[config.mk]
export PLATFORM = sky130hd
export DESIGN_NAME = ex_mem_stage
export DESIGN_NICKNAME = d
export VERILOG_FILES = /design/src/rtl/ex_mem_stage.sv
export SDC_FILE = /design/constraint.sdc
export NUM_CORES = 2
export LEC_CHECK = 0
export CAP_MARGIN = 25
export CORE_MARGIN = 5
export CORE_UTILIZATION = 59
export DETAILED_ROUTE_END_ITERATION = 6
export PLACE_DENSITY = 0.95
export SLEW_MARGIN = 0
export SYNTH_ARGS = -nofsm -noshare
export SYNTH_HDL_FRONTEND = slang
export SYNTH_SLANG_ARGS = --single-unit
export TNS_END_PERCENT = 50
[constraint.sdc]
create_clock -name clk -period 18.7 [get_ports clk]
set_input_delay 3.74 -clock clk [delete_from_list [all_inputs] [get_ports clk]]
set_output_delay 3.74 -clock clk [all_outputs]
set_load 0.02 [all_outputs]
[src/rtl/ex_mem_stage.sv]
// ex_mem_stage
// Execute stage and EX/MEM pipeline register of the five-stage RV32 core.
// Applies operand forwarding to the ID/EX operands. Computes ALU, branch,
// jump and AUIPC results. An iterative unit handles MUL/MULHU/DIVU/REMU,
// one step per cycle, and stalls the front end while it is working.
//
// Ports
//   clk, reset                      clock, asynchronous active-high reset
//   pc_in, instr_in, read_data1_in,
//   read_data2_in, imm_in, rd_in    ID/EX datapath
//   alu_ctrl_in                     operation code (0..F)
//   mem_read_in .. auipc_in         ID/EX control bits
//   fwd_a_sel, fwd_b_sel            00/11 register file, 01 EX/MEM, 10 MEM/WB
//   ex_mem_fwd_data, mem_wb_fwd_data forwarding sources
//   alu_result_out, write_data_out,
//   rd_out, funct3_out, *_out       registered EX/MEM outputs
//   redirect_valid, redirect_pc     combinational taken branch / jump
//   md_stall                        combinational; holds PC, IF/ID and ID/EX
module ex_mem_stage #(
  parameter int XLEN      = 32,
  parameter int MD_CYCLES = 32
) (
  input  logic            clk,
  input  logic            reset,
  input  logic [XLEN-1:0] pc_in,
  input  logic [XLEN-1:0] instr_in,
  input  logic [XLEN-1:0] read_data1_in,
  input  logic [XLEN-1:0] read_data2_in,
  input  logic [XLEN-1:0] imm_in,
  input  logic [4:0]      rd_in,
  input  logic [3:0]      alu_ctrl_in,
  input  logic            mem_read_in,
  input  logic            mem_write_in,
  input  logic            reg_write_in,
  input  logic            mem_to_reg_in,
  input  logic            alu_src_in,
  input  logic            branch_in,
  input  logic            jump_in,
  input  logic            auipc_in,
  input  logic [1:0]      fwd_a_sel,
  input  logic [1:0]      fwd_b_sel,
  input  logic [XLEN-1:0] ex_mem_fwd_data,
  input  logic [XLEN-1:0] mem_wb_fwd_data,
  output logic [XLEN-1:0] alu_result_out,
  output logic [XLEN-1:0] write_data_out,
  output logic [4:0]      rd_out,
  output logic [2:0]      funct3_out,
  output logic            mem_read_out,
  output logic            mem_write_out,
  output logic            reg_write_out,
  output logic            mem_to_reg_out,
  output logic            redirect_valid,
  output logic [XLEN-1:0] redirect_pc,
  output logic            md_stall
);

  localparam int CW = (MD_CYCLES > 1) ? $clog2(MD_CYCLES) : 1;

  localparam logic [1:0] ST_IDLE = 2'd0;
  localparam logic [1:0] ST_BUSY = 2'd1;
  localparam logic [1:0] ST_DONE = 2'd2;

  // Multiply/divide sub-operation, captured when the op starts
  localparam logic [1:0] MD_MUL   = 2'd0;
  localparam logic [1:0] MD_MULHU = 2'd1;
  localparam logic [1:0] MD_DIVU  = 2'd2;
  localparam logic [1:0] MD_REMU  = 2'd3;

  logic [XLEN-1:0] op_a;
  logic [XLEN-1:0] op_b_fwd;
  logic [XLEN-1:0] alu_b;
  logic [XLEN-1:0] alu_res;
  logic [4:0]      shamt;
  logic [2:0]      funct3;
  logic            is_jalr;
  logic            is_md;
  logic            taken;
  logic [XLEN-1:0] jalr_sum;
  logic [XLEN-1:0] ex_result;

  logic [1:0]      state_reg;
  logic [CW-1:0]   count_reg;
  logic [XLEN-1:0] acc_hi_reg;   // product high half / partial remainder
  logic [XLEN-1:0] acc_lo_reg;   // multiplier bits / dividend bits -> quotient
  logic [XLEN-1:0] md_b_reg;     // multiplicand / divisor
  logic [1:0]      md_op_reg;
  logic [1:0]      md_op_next;

  logic [XLEN:0]   mul_sum;
  logic [XLEN:0]   div_shift;
  logic [XLEN+1:0] div_diff;
  logic            div_ge;
  logic [XLEN-1:0] md_result;

  // Instruction bits outside funct3/opcode are not needed here
  logic unused_instr_bits;
  assign unused_instr_bits = ^{instr_in[XLEN-1:15], instr_in[11:7]};

  assign funct3  = instr_in[14:12];
  assign is_jalr = (instr_in[6:0] == 7'b1100111);
  assign is_md   = (alu_ctrl_in >= 4'hB) && (alu_ctrl_in <= 4'hE);

  // Operand forwarding; select 11 falls back to the register file
  always_comb begin
    op_a = read_data1_in;
    case (fwd_a_sel)
      2'b01:   op_a = ex_mem_fwd_data;
      2'b10:   op_a = mem_wb_fwd_data;
      default: op_a = read_data1_in;
    endcase
  end

  always_comb begin
    op_b_fwd = read_data2_in;
    case (fwd_b_sel)
      2'b01:   op_b_fwd = ex_mem_fwd_data;
      2'b10:   op_b_fwd = mem_wb_fwd_data;
      default: op_b_fwd = read_data2_in;
    endcase
  end

  assign alu_b = alu_src_in ? imm_in : op_b_fwd;
  assign shamt = alu_b[4:0];

  // Single-cycle ALU; codes B..E are handled by the iterative unit,
  // so they simply fall into the ADD default here.
  always_comb begin
    alu_res = op_a + alu_b;
    case (alu_ctrl_in)
      4'h1: alu_res = op_a - alu_b;
      4'h2: alu_res = op_a & alu_b;
      4'h3: alu_res = op_a | alu_b;
      4'h4: alu_res = op_a ^ alu_b;
      4'h5: alu_res = op_a << shamt;
      4'h6: alu_res = op_a >> shamt;
      4'h7: alu_res = XLEN'($signed(op_a) >>> shamt);
      4'h8: alu_res = {{(XLEN-1){1'b0}}, ($signed(op_a) < $signed(op_b_fwd_or_imm()))};
      4'h9: alu_res = {{(XLEN-1){1'b0}}, (op_a < alu_b)};
      4'hA: alu_res = alu_b;
      default: ;
    endcase
  end

  function automatic logic [XLEN-1:0] op_b_fwd_or_imm();
    return alu_b;
  endfunction

  // Branch compare uses the forwarded register operands, never the immediate
  always_comb begin
    taken = 1'b0;
    case (funct3)
      3'b000:  taken = (op_a == op_b_fwd);
      3'b001:  taken = (op_a != op_b_fwd);
      3'b100:  taken = ($signed(op_a) <  $signed(op_b_fwd));
      3'b101:  taken = ($signed(op_a) >= $signed(op_b_fwd));
      3'b110:  taken = (op_a <  op_b_fwd);
      3'b111:  taken = (op_a >= op_b_fwd);
      default: taken = 1'b0;
    endcase
  end

  assign jalr_sum       = op_a + imm_in;
  assign redirect_valid = jump_in | (branch_in & taken);
  assign redirect_pc    = (jump_in && is_jalr) ? {jalr_sum[XLEN-1:1], 1'b0}
                                               : (pc_in + imm_in);

  // Shift-add multiply step: add multiplicand when the low multiplier bit is
  // set, then shift the {hi, lo} pair right, catching the carry in the top.
  assign mul_sum = {1'b0, acc_hi_reg} + (acc_lo_reg[0] ? {1'b0, md_b_reg} : '0);

  // Restoring divide step: shift the next dividend bit into the remainder and
  // subtract the divisor if it fits. A zero divisor always "fits", which
  // naturally yields an all-ones quotient and a remainder equal to the dividend.
  assign div_shift = {acc_hi_reg, acc_lo_reg[XLEN-1]};
  assign div_diff  = {1'b0, div_shift} - {2'b0, md_b_reg};
  assign div_ge    = ~div_diff[XLEN+1];

  always_comb begin
    md_op_next = MD_MUL;
    case (alu_ctrl_in)
      4'hC:    md_op_next = MD_MULHU;
      4'hD:    md_op_next = MD_DIVU;
      4'hE:    md_op_next = MD_REMU;
      default: md_op_next = MD_MUL;
    endcase
  end

  always_comb begin
    md_result = acc_lo_reg;
    case (md_op_reg)
      MD_MULHU, MD_REMU: md_result = acc_hi_reg;
      default:           md_result = acc_lo_reg;
    endcase
  end

  always_ff @(posedge clk or posedge reset) begin
    if (reset) begin
      state_reg  <= ST_IDLE;
      count_reg  <= '0;
      acc_hi_reg <= '0;
      acc_lo_reg <= '0;
      md_b_reg   <= '0;
      md_op_reg  <= MD_MUL;
    end else begin
      case (state_reg)
        ST_IDLE: begin
          if (is_md) begin
            state_reg  <= ST_BUSY;
            count_reg  <= '0;
            acc_hi_reg <= '0;
            acc_lo_reg <= op_a;
            md_b_reg   <= alu_b;
            md_op_reg  <= md_op_next;
          end
        end
        ST_BUSY: begin
          if (md_op_reg[1]) begin
            acc_hi_reg <= div_ge ? div_diff[XLEN-1:0] : div_shift[XLEN-1:0];
            acc_lo_reg <= {acc_lo_reg[XLEN-2:0], div_ge};
          end else begin
            acc_hi_reg <= mul_sum[XLEN:1];
            acc_lo_reg <= {mul_sum[0], acc_lo_reg[XLEN-1:1]};
          end
          count_reg <= count_reg + 1'b1;
          if (count_reg == CW'(MD_CYCLES - 1)) begin
            state_reg <= ST_DONE;
          end
        end
        ST_DONE: state_reg <= ST_IDLE;
        default: state_reg <= ST_IDLE;
      endcase
    end
  end

  // Stall is forced low while reset is held so the front end is released
  // even if an M-extension op is still sitting in ID/EX.
  assign md_stall = ~reset & (((state_reg == ST_IDLE) & is_md) | (state_reg == ST_BUSY));

  always_comb begin
    ex_result = alu_res;
    if (state_reg == ST_DONE) begin
      ex_result = md_result;
    end else if (jump_in) begin
      ex_result = pc_in + XLEN'(4);
    end else if (auipc_in) begin
      ex_result = pc_in + imm_in;
    end
  end

  // EX/MEM register; a stalled cycle inserts a bubble (controls cleared)
  always_ff @(posedge clk or posedge reset) begin
    if (reset) begin
      alu_result_out <= '0;
      write_data_out <= '0;
      funct3_out     <= '0;
      rd_out         <= '0;
      mem_read_out   <= 1'b0;
      mem_write_out  <= 1'b0;
      reg_write_out  <= 1'b0;
      mem_to_reg_out <= 1'b0;
    end else begin
      alu_result_out <= ex_result;
      write_data_out <= op_b_fwd;
      funct3_out     <= funct3;
      if (md_stall) begin
        rd_out         <= '0;
        mem_read_out   <= 1'b0;
        mem_write_out  <= 1'b0;
        reg_write_out  <= 1'b0;
        mem_to_reg_out <= 1'b0;
      end else begin
        rd_out         <= rd_in;
        mem_read_out   <= mem_read_in;
        mem_write_out  <= mem_write_in;
        reg_write_out  <= reg_write_in;
        mem_to_reg_out <= mem_to_reg_in;
      end
    end
  end

endmodule

==> metrics.csv <==
stage,metric,value,unit
sta,rsz0062_at_grt,no,
detailed_routing,wire_per_inst,29.1,um
floorplanning,start_util,59.7,%
yosys,async_reset_ff_share,100,%
global_route,grt.total_usage,49.2,%
power_and_ir_drop,switchingPower,2.09,mW
detailed_routing,vias,31700,
critical_path,crit_cells,20,
power_and_ir_drop,pwr-share-comb,71.1,%
min_path,hp-class,flop to flop,
sta,worst_pin_slew,1.22,ns
clock_tree,post_cts_buffers,0,
global_route,grt_first_pass_wirelength,186,mm
placed_design,io_buffers,334,
clock_tree,max-clock-path-buffers,2,
flow_run,max_cap_viol_count,0,
sta,final.min_clock_period,15.01,ns
placed_design,placed_area,30200,um^2
yosys,synth_area_leaders,"dfrtp_1 17%, ha_1 12%, mux2i_1 6.7%",
sta,slew_viol_final,0,
critical_path,crit_path_max_fanout,56,
power_and_ir_drop,sequentialPowerShare,18.7,%
sta,fin_crit_sh,80.3,%
sta,finalSetupTns,0,ns
final_layout,finalNonFillerCells,4388,
final_layout,nFillCells,3569,
critical_path,cp_slowest_cell,ha_2,
yosys,syn_avg_cell_area,7.41,um^2
global_route,antenna_found_initial,8,
power_and_ir_drop,peakVddDrop,0.145,mV
outcome,status,finished clean,
yosys,synth_top_cell_area_share,17.2,%
power_and_ir_drop,p_per_area,127,nW/um^2
sta,setup_violations,0,
critical_path,cp.arrival,11.27,ns
placed_design,place_congestion,1.10,
critical_path,end_kind,output pin,
final_layout,nNetsFinal,4290,
detailed_routing,drt_iter0_drc,4996,
power_and_ir_drop,leakage,13.5,nW
final_layout,area_growth,16.9,%
power_and_ir_drop,intPower,1.82,mW
critical_path,required,14.96,ns
sta,fmax,0.0666,GHz
clock_tree,cts_tree,done,
yosys,ys_warn_count,0,
clock_tree,cts_resized,0,
yosys,syn_area,26400,um^2
detailed_routing,via_per_inst,7.23,
critical_path,max_stage_delay,0.99,ns
detailed_routing,firstDrtPassIters,7,
sta,slew-limit-headroom,18.8,%
yosys,ys.flop_type,dfrtp_1,
floorplanning,fp.dieW,221,um
floorplanning,ios,357,
clock_tree,clkLatencyLatePin,0.53,ns
critical_path,worstPathCellList,"clkdlybuf4s50_1, inv_1, ha_2, inv_1, o21ai_1, inv_1, fa_1, a21oi_1, o21ai_0, a2111oi_0, buf_4, o41ai_1, nand2b_1, a21o_1, a211o_1, a31oi_1, o21ai_0, xnor2_1, o21ai_0, clkdlybuf4s50_1",
clock_tree,cts_buffers,17,
critical_path,ff2ff_path_depth,13,
sta,finClkSkew,0.0179,ns
final_layout,layout_common_cells,"340 x nand2_1, 335 x nor2_1, 332 x clkdlybuf4s50_1, 318 x a21oi_1, 262 x o21ai_0",
floorplanning,die_area,49100,um^2
min_path,hold_depth,2,
critical_path,start_kind,input port,
final_layout,stdcell_area,30800,um^2
clock_tree,clk_pin_slew_worst_paths,0.09,ns
detailed_routing,postRouteAntennaNets,0,
critical_path,crit_buf_inv,6,
clock_tree,cts_sinks,181,
final_layout,drive_above_1_share,5.31,%
yosys,ys_ff_latch,181,
yosys,yosysSeqAreaShare,17.2,%
placed_design,dp_cells,4348,
floorplanning,std_cell_rows,77,
global_route,grt_max_degree,115,
power_and_ir_drop,p_clk_share,10.1,%
power_and_ir_drop,switching_share,53.4,%
final_layout,mostFrequentLayoutCell,nand2_1,
clock_tree,cts_hold_buffers,0,
detailed_routing,drc_errors,0,
sta,hold_viol_final,0,
detailed_routing,wl,128,mm
placed_design,dp.final_hpwl,98.2,mm
yosys,synth_top_cell_by_area,dfrtp_1,
critical_path,crit_family,compound AO/OA/AOI/OAI gates,
yosys,synthCells,3561,
yosys,synth_nets,4075,
floorplanning,coreArea,44200,um^2
clock_tree,clockRootBuffer,clkbuf_16,
global_route,grt_pass1_vias,29800,
floorplanning,die_y,221,um
clock_tree,htree_levels,4,
yosys,synth-edff-count,0,
global_route,grt_overflow,0,
yosys,ys_types,89,
critical_path,critPathKind,input port to output pin,
==> layout make-up <==
| cell class | instances | area (um^2) | area share (%) |
|---|---|---|---|
| antenna | 8 | 20.0 | 0.0649 |
| clock buffer | 18 | 439 | 1.42 |
| clock inverter | 13 | 159 | 0.515 |
| inverter | 191 | 727 | 2.36 |
| multi-input combinational | 2970 | 20300 | 65.8 |
| sequential | 181 | 4530 | 14.7 |
| tap | 592 | 741 | 2.40 |
| timing repair buffer | 415 | 3940 | 12.8 |
==> Yosys cell counts, types with 43 or more instances <==
| master | n |
|---|---|
| ha_1 | 261 |
| o211ai_1 | 45 |
| clkbuf_1 | 143 |
| o21ai_0 | 266 |
| a21oi_1 | 318 |
| nand2b_1 | 43 |
| xnor2_1 | 97 |
| inv_1 | 189 |
| dfrtp_1 | 181 |
| mux2i_1 | 177 |
| nand3_1 | 64 |
| a22oi_1 | 64 |
| a21o_1 | 77 |
| xor2_1 | 66 |
| a221oi_1 | 56 |
| nor2_1 | 337 |
| a211oi_1 | 49 |
| o21a_1 | 49 |
| nand2_1 | 341 |
| o22ai_1 | 44 |
| nor3_1 | 56 |
==> worst reg2reg max path: cells and delay by family, from the launching register on <==
family | cells | cell delay (ns)
adders and majority gates | 1 | 0.43
buffers and inverters | 1 | 0.34
muxes | 1 | 0.40
and+or+nand+nor | 2 | 0.51
DFF | 1 | 0.54
AOI/OAI and AO/OA | 8 | 1.97
==> per-stage QoR <==
stage / hold slack (ns) / total power [mW] / worst slack [ns] / util (%)
6_report: 0.509 / 3.91 / 3.69 / 69.8
5_1_grt: 0.519 / 4.13 / 3.33 / 69.7
4_1_cts: 0.510 / 3.79 / 3.96 / 69.7
3_5_place_dp: 0.491 / 3.37 / 3.99 / 68.3
3_3_place_gp: 0.478 / 3.29 / 4.07 / 68.3
2_1_floorplan: 0.463 / 2.56 / 6.94 / -
==> power groups by stage <==
| stage | combinational [mW] | sequential, mW | clock [mW] |
|---|---|---|---|
| 4_1_cts | 2.68 | 0.716 | 0.393 |
| 3_5_place_dp | 2.65 | 0.722 | 0 |
| 5_1_grt | 2.98 | 0.740 | 0.408 |
| 6_report | 2.78 | 0.733 | 0.396 |
| 2_1_floorplan | 1.90 | 0.656 | 0 |
| 3_3_place_gp | 2.58 | 0.714 | 0 |
==> worst paths after layout <==
check,slack [ns],to,startpoint
max reg2reg,14.41,acc_hi_reg[9],acc_hi_reg[1]
min,0.51,md_b_reg[27],md_b_reg[27]
max in group asynchronous,13.40,write_data_out[16],reset
max,3.69,redirect_pc[24],fwd_a_sel[0]
min in group asynchronous,3.83,rd_out[0],reset
min reg2reg,0.51,md_b_reg[27],md_b_reg[27]
==> logic make-up after synthesis <==
logic type	after synthesis	synth area share, %
AOI/OAI and AO/OA	1296	32.3
muxes	211	8.24
DFF	181	17.2
adders and majority gates	267	12.8
and+or+nand+nor	1033	17.8
xor gates and xnor gates	163	5.41
buffers and inverters	410	6.30
==> per-layer routing <==
metal  vias to the layer above  global-route usage [%]  part of all wire [%]
met5                         -                       0                 0.028
met4                         4                    37.5                    10
met3                       762                    17.6                    14
met2                      2679                    73.9                    42
met1                     14700                    57.2                    35
li1                      13600                       -                     -
(Power assumes the default switching activity.)
